--- src/rtl/pc_fetch_unit_if.sv ---
// Fetch-unit bus: redirect/stall inputs, instruction-memory handshake and fetch outputs.
// Optional macro PC_REDIRECT_COUNT_EN adds the redirect_cnt signal.
interface pc_fetch_unit_if;
   logic [31:0] target;
   logic        taken;
   logic        dbusywait;
   logic        ibusywait;
   logic [31:0] ireaddata;
   logic [31:0] pc;
   logic        iread;
   logic [31:0] instruction;
   logic        instr_valid;
`ifdef PC_REDIRECT_COUNT_EN
   logic [15:0] redirect_cnt;
`endif

   modport master (
      input  target, taken, dbusywait, ibusywait, ireaddata,
`ifdef PC_REDIRECT_COUNT_EN
      output redirect_cnt,
`endif
      output pc, iread, instruction, instr_valid
   );

   modport slave (
      output target, taken, dbusywait, ibusywait, ireaddata,
`ifdef PC_REDIRECT_COUNT_EN
      input  redirect_cnt,
`endif
      input  pc, iread, instruction, instr_valid
   );
endinterface

--- src/rtl/pc_fetch_unit.sv ---
// Program counter and instruction fetch sequencer (IDLE -> FETCH -> EXEC loop).
// Optional macro PC_REDIRECT_COUNT_EN adds a saturating taken-redirect counter.
module pc_fetch_unit #(
   parameter logic [31:0] RESET_PC = 32'h0000_0000
) (
   input logic              clk_i,
   input logic              reset_i,
   pc_fetch_unit_if.master  bus
);

   localparam int unsigned XLEN  = 32;
   localparam int unsigned CNT_W = 16;

   typedef enum logic [1:0] {
      IDLE  = 2'b00,
      FETCH = 2'b01,
      EXEC  = 2'b10
   } state_e;

   state_e            state_q;
   logic [XLEN-1:0]   pc_q;
   logic [XLEN-1:0]   pc_d;
   logic [XLEN-1:0]   instr_q;
   logic              iread_q;
   logic              valid_q;
   logic              advance_c;

   // Advancing edge: instruction in EXEC retires and the next fetch begins.
   assign advance_c = (state_q == EXEC) && !bus.dbusywait;

   // Next fetch address: word-aligned redirect target or sequential (wraps naturally).
   always_comb begin
      pc_d = pc_q + XLEN'(4);
      if (bus.taken) begin
         pc_d = {bus.target[XLEN-1:2], 2'b00};
      end
   end

   always_ff @(posedge clk_i) begin
      if (reset_i) begin
         state_q <= IDLE;
         pc_q    <= {RESET_PC[XLEN-1:2], 2'b00};
         instr_q <= '0;
         iread_q <= 1'b0;
         valid_q <= 1'b0;
      end else begin
         case (state_q)
            IDLE: begin
               state_q <= FETCH;
               iread_q <= 1'b1;
               valid_q <= 1'b0;
            end
            FETCH: begin
               if (!bus.ibusywait) begin
                  instr_q <= bus.ireaddata;
                  valid_q <= 1'b1;
                  iread_q <= 1'b0;
                  state_q <= EXEC;
               end
            end
            EXEC: begin
               if (advance_c) begin
                  pc_q    <= pc_d;
                  valid_q <= 1'b0;
                  iread_q <= 1'b1;
                  state_q <= FETCH;
               end
            end
            default: begin
               state_q <= IDLE;
               iread_q <= 1'b0;
               valid_q <= 1'b0;
            end
         endcase
      end
   end

   assign bus.pc          = pc_q;
   assign bus.iread       = iread_q;
   assign bus.instruction = instr_q;
   assign bus.instr_valid = valid_q;

`ifdef PC_REDIRECT_COUNT_EN
   logic [CNT_W-1:0] cnt_q;

   // Counts taken redirects on advancing edges, saturating at all-ones.
   always_ff @(posedge clk_i) begin
      if (reset_i) begin
         cnt_q <= '0;
      end else if (advance_c && bus.taken && (cnt_q != {CNT_W{1'b1}})) begin
         cnt_q <= cnt_q + CNT_W'(1);
      end
   end

   assign bus.redirect_cnt = cnt_q;
`endif

endmodule

--- src/flat_wrapper.sv ---
// flat-port wrapper written by rule: the top's interface ports become plain ports
module pc_fetch_unit_flat 
#(
   parameter logic [31:0] RESET_PC = 32'h0000_0000
)
  (clk_i, reset_i, bus_target, bus_taken, bus_dbusywait, bus_ibusywait, bus_ireaddata, bus_pc, bus_iread, bus_instruction, bus_instr_valid);
  pc_fetch_unit_if bus_i ();
  input logic clk_i;
  input logic reset_i;
  input wire logic [$bits(bus_i.target)-1:0] bus_target;
  input wire logic [$bits(bus_i.taken)-1:0] bus_taken;
  input wire logic [$bits(bus_i.dbusywait)-1:0] bus_dbusywait;
  input wire logic [$bits(bus_i.ibusywait)-1:0] bus_ibusywait;
  input wire logic [$bits(bus_i.ireaddata)-1:0] bus_ireaddata;
  output wire logic [$bits(bus_i.pc)-1:0] bus_pc;
  output wire logic [$bits(bus_i.iread)-1:0] bus_iread;
  output wire logic [$bits(bus_i.instruction)-1:0] bus_instruction;
  output wire logic [$bits(bus_i.instr_valid)-1:0] bus_instr_valid;
  assign bus_i.target = bus_target;
  assign bus_i.taken = bus_taken;
  assign bus_i.dbusywait = bus_dbusywait;
  assign bus_i.ibusywait = bus_ibusywait;
  assign bus_i.ireaddata = bus_ireaddata;
  assign bus_pc = bus_i.pc;
  assign bus_iread = bus_i.iread;
  assign bus_instruction = bus_i.instruction;
  assign bus_instr_valid = bus_i.instr_valid;
  pc_fetch_unit #(.RESET_PC(RESET_PC)) u_core (.clk_i(clk_i), .reset_i(reset_i), .bus(bus_i));
endmodule
--- config.mk ---
export PLATFORM = sky130hd
export DESIGN_NAME = pc_fetch_unit_flat
export DESIGN_NICKNAME = d
export VERILOG_FILES = /design/src/rtl/pc_fetch_unit_if.sv /design/src/rtl/pc_fetch_unit.sv /design/src/flat_wrapper.sv
export SDC_FILE = /design/constraint.sdc
export NUM_CORES = 1
export LEC_CHECK = 0
export ABC_AREA = 1
export CAP_MARGIN = 20
export CORE_MARGIN = 2
export CORE_UTILIZATION = 35
export CTS_CLUSTER_DIAMETER = 120
export DETAILED_ROUTE_END_ITERATION = 12
export PLACE_DENSITY = 0.66
export SYNTH_ARGS = -nofsm -noshare
export SYNTH_HDL_FRONTEND = slang
export SYNTH_SLANG_ARGS = --single-unit
--- constraint.sdc ---
create_clock -name clk_i -period 2.25 [get_ports clk_i]
set_clock_uncertainty 0.1 [all_clocks]
set_input_delay 0.45 -clock clk_i [delete_from_list [all_inputs] [get_ports clk_i]]
set_output_delay 0.45 -clock clk_i [all_outputs]
set_load 0.01 [all_outputs]
* Yosys cells after proc, flatten, opt, wreduce, memory -nomap -nowiden *
Index checks and enable logic that the tools add are counted.

word-level totals
  register bits = 68
  input port bits = 69
  output and inout port bits = 66
  logic and storage cells = 27

operators by class
  add/sub/neg operators = 1
  eq/ne operators = 4
  mux-type cells = 10
  bitwise gates (word level) = 1
  reduce and logical (&&, ||, !) cells = 6

operators by type and width
  kind                   number
  $add 32x3->32 const B  1
  $mux 32                1
  $pmux 2 s3             1
  $reduce_and 2->1       3
  $mux 1                 4
  $mux 2                 2
  $pmux 1 s3             1
  $eq 2x1->1 const B     1
  $eq 2x2->1 const B     1
  $logic_not 2->1        1
  $ne 2x1->1 const B     1
  $ne 2x2->1 const B     1
  $pmux 1 s2             1
  $logic_and 1x1->1      1
  $logic_not 1->1        1
  $not 1->1              1

* Depth between registers and ports, before layout *
Gate-level depths: netlist (run 1).

  word-level depth = 4
  gate-level depth with buffers = 10
  depth with buffers taken out = 10

* Worst setup path after synthesis (run 1) *
Ideal clock, no wire load.

  kind = register to register
  start point = reg u_core.pc_q[3] (netlist: u_core.bus.pc[3])
  end point = reg u_core.pc_q[22] (netlist: u_core.bus.pc[22])
  library setup time = 0.132 ns
  data arrival time = 1.367 ns
  data required time = 2.018 ns
  path slack = 0.651 ns
  stages on the path, launching flop included = 11
  period minus slack after synthesis = 1.599 ns
  cell sequence = dfxtp_1 ha_1 nand2_1 nor2_4 nand2_4 nor2_8 nand2_1 nand2_1 nand3_1 nand2_1 a21oi_2

between the ends
  cells in the longest elaborated chain, start to end = 2

ends and longest elaborated chain
  what                    RTL line             source
  from (decl)             pc_fetch_unit.sv:21  logic [XLEN-1:0] pc_q;
  from (signal assigned)  pc_fetch_unit.sv:42  pc_q <= {RESET_PC[XLEN-1:2], 2'b00};
  from (signal assigned)  pc_fetch_unit.sv:63  pc_q <= pc_d;
  $add 32x3->32           pc_fetch_unit.sv:33  pc_d = pc_q + XLEN'(4);
  $mux 32                 pc_fetch_unit.sv:34  if (bus.taken) begin

No other way between the ends.
A chain may end at the register's enable or synchronous reset.

==> results_dict.tcl, run 1 <==
set metrics [dict create \
    fin_util_pct 53.0 \
    hold_depth 2 \
    arrival_ns 1.55 \
    grt_max_degree 35 \
    reg2regPathDepth 10 \
    p_int_mw 2.06 \
    clkPwrFrac_pct 41.2 \
    core_mm2 0.00982 \
    place_congestion 0.824 \
    clock_tree.root_cell "clkbuf_8" \
    tritoncts "yes" \
    start_kind "flop" \
    synth_cell_types 33 \
    routed.top_layer "met4" \
    r2r_slack_ns 0.51 \
    grt_usage_pct 20.2 \
    nets 747 \
    vias_per_cell 4.95 \
    wl_met2_mm 5.19 \
    max-cap-violations 0 \
    syn_area_mm2 0.00356 \
    wl_met1_mm 4.61 \
    cts_buffer_depth 2 \
    dieArea_mm2 0.0110 \
    period_share_pct 93.3 \
    area_delta_synth_final_pct 45.9 \
    htree_levels 3 \
    p_leak_nw 1.75 \
    wl_per_cell_um 13.5 \
    ys_ff_latch 65 \
    wl_mm 11.0 \
    min_period_ns 2.10 \
    crit_type "flop to primary output" \
    first_global_vias 3806 \
    cts_buffers 9 \
    rsz0062_at_grt "no" \
    outcome "finished, final reports clean" \
    finalHoldViolCount 0 \
    final_cell_area_mm2 0.00520 \
    dp_hpwl_mm 7.86 \
    hold_class "flop to flop" \
    cp_max_fo 14 \
    numClockSinks 65 \
    worstHoldEndpoint "u_core.bus.instruction[23]" \
    slowest_delay_ns 0.57 \
    tns_ns 0 \
    tightest_slew_ns 0.577 \
    r2r_start "u_core.bus.pc[2]" \
    place_area_mm2 0.00498 \
    avgSynthCellArea_um2 6.40 \
    r2r_end "u_core.bus.pc[20]" \
    timing.fmax_mhz 476 \
    crit_path_cell_trace "buf_4, clkdlybuf4s50_1" \
    cp_slowest_cell "clkdlybuf4s50_1" \
    cp_top_family "buffers and inverters" \
    cts_hold_buf 0 \
    antenna_left 0 \
    drc_errors 0 \
    switchingPower_uw 703 \
    clk_pin_slew_ns 0.08 \
    portBuffers 130 \
    crit_buf_inv 2 \
    drtIter0Drc 189 \
    pwr_density_cell_mw_per_mm2 532 \
    ys_seq_area_share_pct 36.5 \
    drive_gt1_share_pct 7.92 \
    relSlewSlack_pct 61.5 \
    synth_cells 557 \
    drt-pass1-iter-count 4 \
    ios 135 \
    num_vias 4038 \
    pwr-share-comb_pct 14.9 \
    grt_overflow 0 \
    drv_slew 0 \
    wl_met3_mm 1.05 \
    cts_setup_buffers 0 \
    cts_resized 0 \
    fp.dieW_um 105 \
    setup_viol 0 \
    vdd_drop_max_v 0.000299 \
    critPathRequiredTime_ns 1.70 \
    dieHeight_um 105 \
    antenna_found_initial 0 \
    timing.critical_path.to_type "primary output" \
    num-fill-cells 1009 \
    start_util_pct 36.3 \
    antennaDiodeCount 0 \
    insertion_delay_ns 0.35 \
    holdWs_ns 0.362 \
    rows 36 \
    grt_pass1_wl_mm 18.2 \
    worstHoldStart "u_core.bus.instruction[23]" \
    sw_frac_of_total_pct 25.4 \
    seq_power_share_pct 43.9 \
    yosysWarnings 0 \
]
sequential cells by signal, summed over array words and instances (netlist names):
register                cells
u_core.bus.instruction     32
u_core.bus.pc              30
u_core.state_q              2
u_core.bus.instr_valid      1
cell type report:
| class | count | area [um^2] | share of cell area, % |
|---|---|---|---|
| multi-input combinational | 424 | 1980 | 38.1 |
| timing repair buffer | 142 | 1400 | 26.9 |
| sequential | 65 | 1300 | 25.0 |
| tap | 133 | 166 | 3.20 |
| clock buffer | 11 | 141 | 2.72 |
| inverter | 35 | 131 | 2.53 |
| clock inverter | 5 | 78.8 | 1.52 |
cell families (layout without fill, tap and decap cells):
| logic type | after synthesis | count (layout) | synth area share, % |
|---|---|---|---|
| AOI/OAI and AO/OA | 97 | 97 | 14.4 |
| adders and majority gates | 1 | 1 | 0.351 |
| buffers and inverters | 69 | 193 | 7.93 |
| DFF | 65 | 65 | 36.5 |
| other | 1 | 2 | 0.105 |
| and+or+nand+nor | 324 | 324 | 40.7 |
cell usage after synthesis (all sizes together):
cell    number  area share, %
nand2      184             20
nor2        72            9.5
dfxtp       65             37
a21oi       64            9.2
inv         34            3.6
nand4       32            5.6
nand3       30            4.5
o21ai       25            3.5
buf         18            2.6
clkbuf      16            1.7
nor3         4           0.88
o31ai        3           0.63
a211oi       2           0.42
a221oi       1           0.25
a31oi        1           0.18
and2         1           0.18
clkinv       1           0.11
conb         1           0.11
ha           1           0.35
o21bai       1           0.21
or2          1           0.18
metrics by stage:
step                      worst slack (ns)  power [mW]  std cells
after floorplan                      0.651        1.42        558
after global placement               0.284        1.65        799
after detailed placement             0.239        1.65        799
after CTS                            0.132        2.81        815
after global routing                0.0943        2.88        815
final                                0.150        2.77        815
worst max-delay path by stage:
stage | from | end | slack, ns | cells past startpoint
after global routing | u_core.state_q[0] | bus_iread | 0.09 | 2
after floorplan | u_core.bus.pc[3] | u_core.bus.pc[22] | 0.65 | 10
after CTS | u_core.state_q[0] | bus_iread | 0.13 | 2
after global placement | bus_dbusywait | u_core.bus.pc[10] | 0.28 | 5
final | u_core.state_q[0] | bus_iread | 0.15 | 2
after detailed placement | bus_taken | u_core.bus.pc[14] | 0.24 | 8
routing by layer:
| layer | vias up | global-route usage, % |
|---|---|---|
| met5 | - | 0 |
| met4 | 0 | 7.43 |
| met3 | 14 | 7.30 |
| met2 | 146 | 33.2 |
| met1 | 1811 | 24.1 |
| li1 | 2067 | - |
power groups by stage:
stage / Combinational [mW] / Clock [mW] / Sequential (mW)
2_1_floorplan: 0.164 / 0 / 1.25
3_3_place_gp: 0.411 / 0 / 1.24
3_5_place_dp: 0.413 / 0 / 1.24
4_1_cts: 0.416 / 1.18 / 1.21
5_1_grt: 0.453 / 1.21 / 1.22
6_report: 0.413 / 1.14 / 1.21
tightest hold or removal path: stages, from the launching register on:
cell	delay, ns
dfxtp_1	0.31
nand2_1	0.06
a21oi_1	0.05
cell usage in the layout, fill, tap and decap left out, drive strengths merged, types with 2 or more instances in the layout:
master	Yosys	layout
conb	1	2
nand4	32	32
clkdlybuf4s50	0	129
o21ai	25	25
nand3	30	30
nor3	4	4
buf	18	13
dfxtp	65	65
a211oi	2	2
o31ai	3	3
inv	34	34
bufinv	0	2
clkinv	1	4
nor2	72	72
a21oi	64	64
nand2	184	184
clkbuf	16	11
Power figures use the tool's default switching activity.
==> run 2: changes to the inputs <==
ABC_CLOCK_PERIOD_IN_PS = 2250   (was not set)
==> results of run 2 <==
The final DEF is identical to that of run 1; final timing and power are the same.
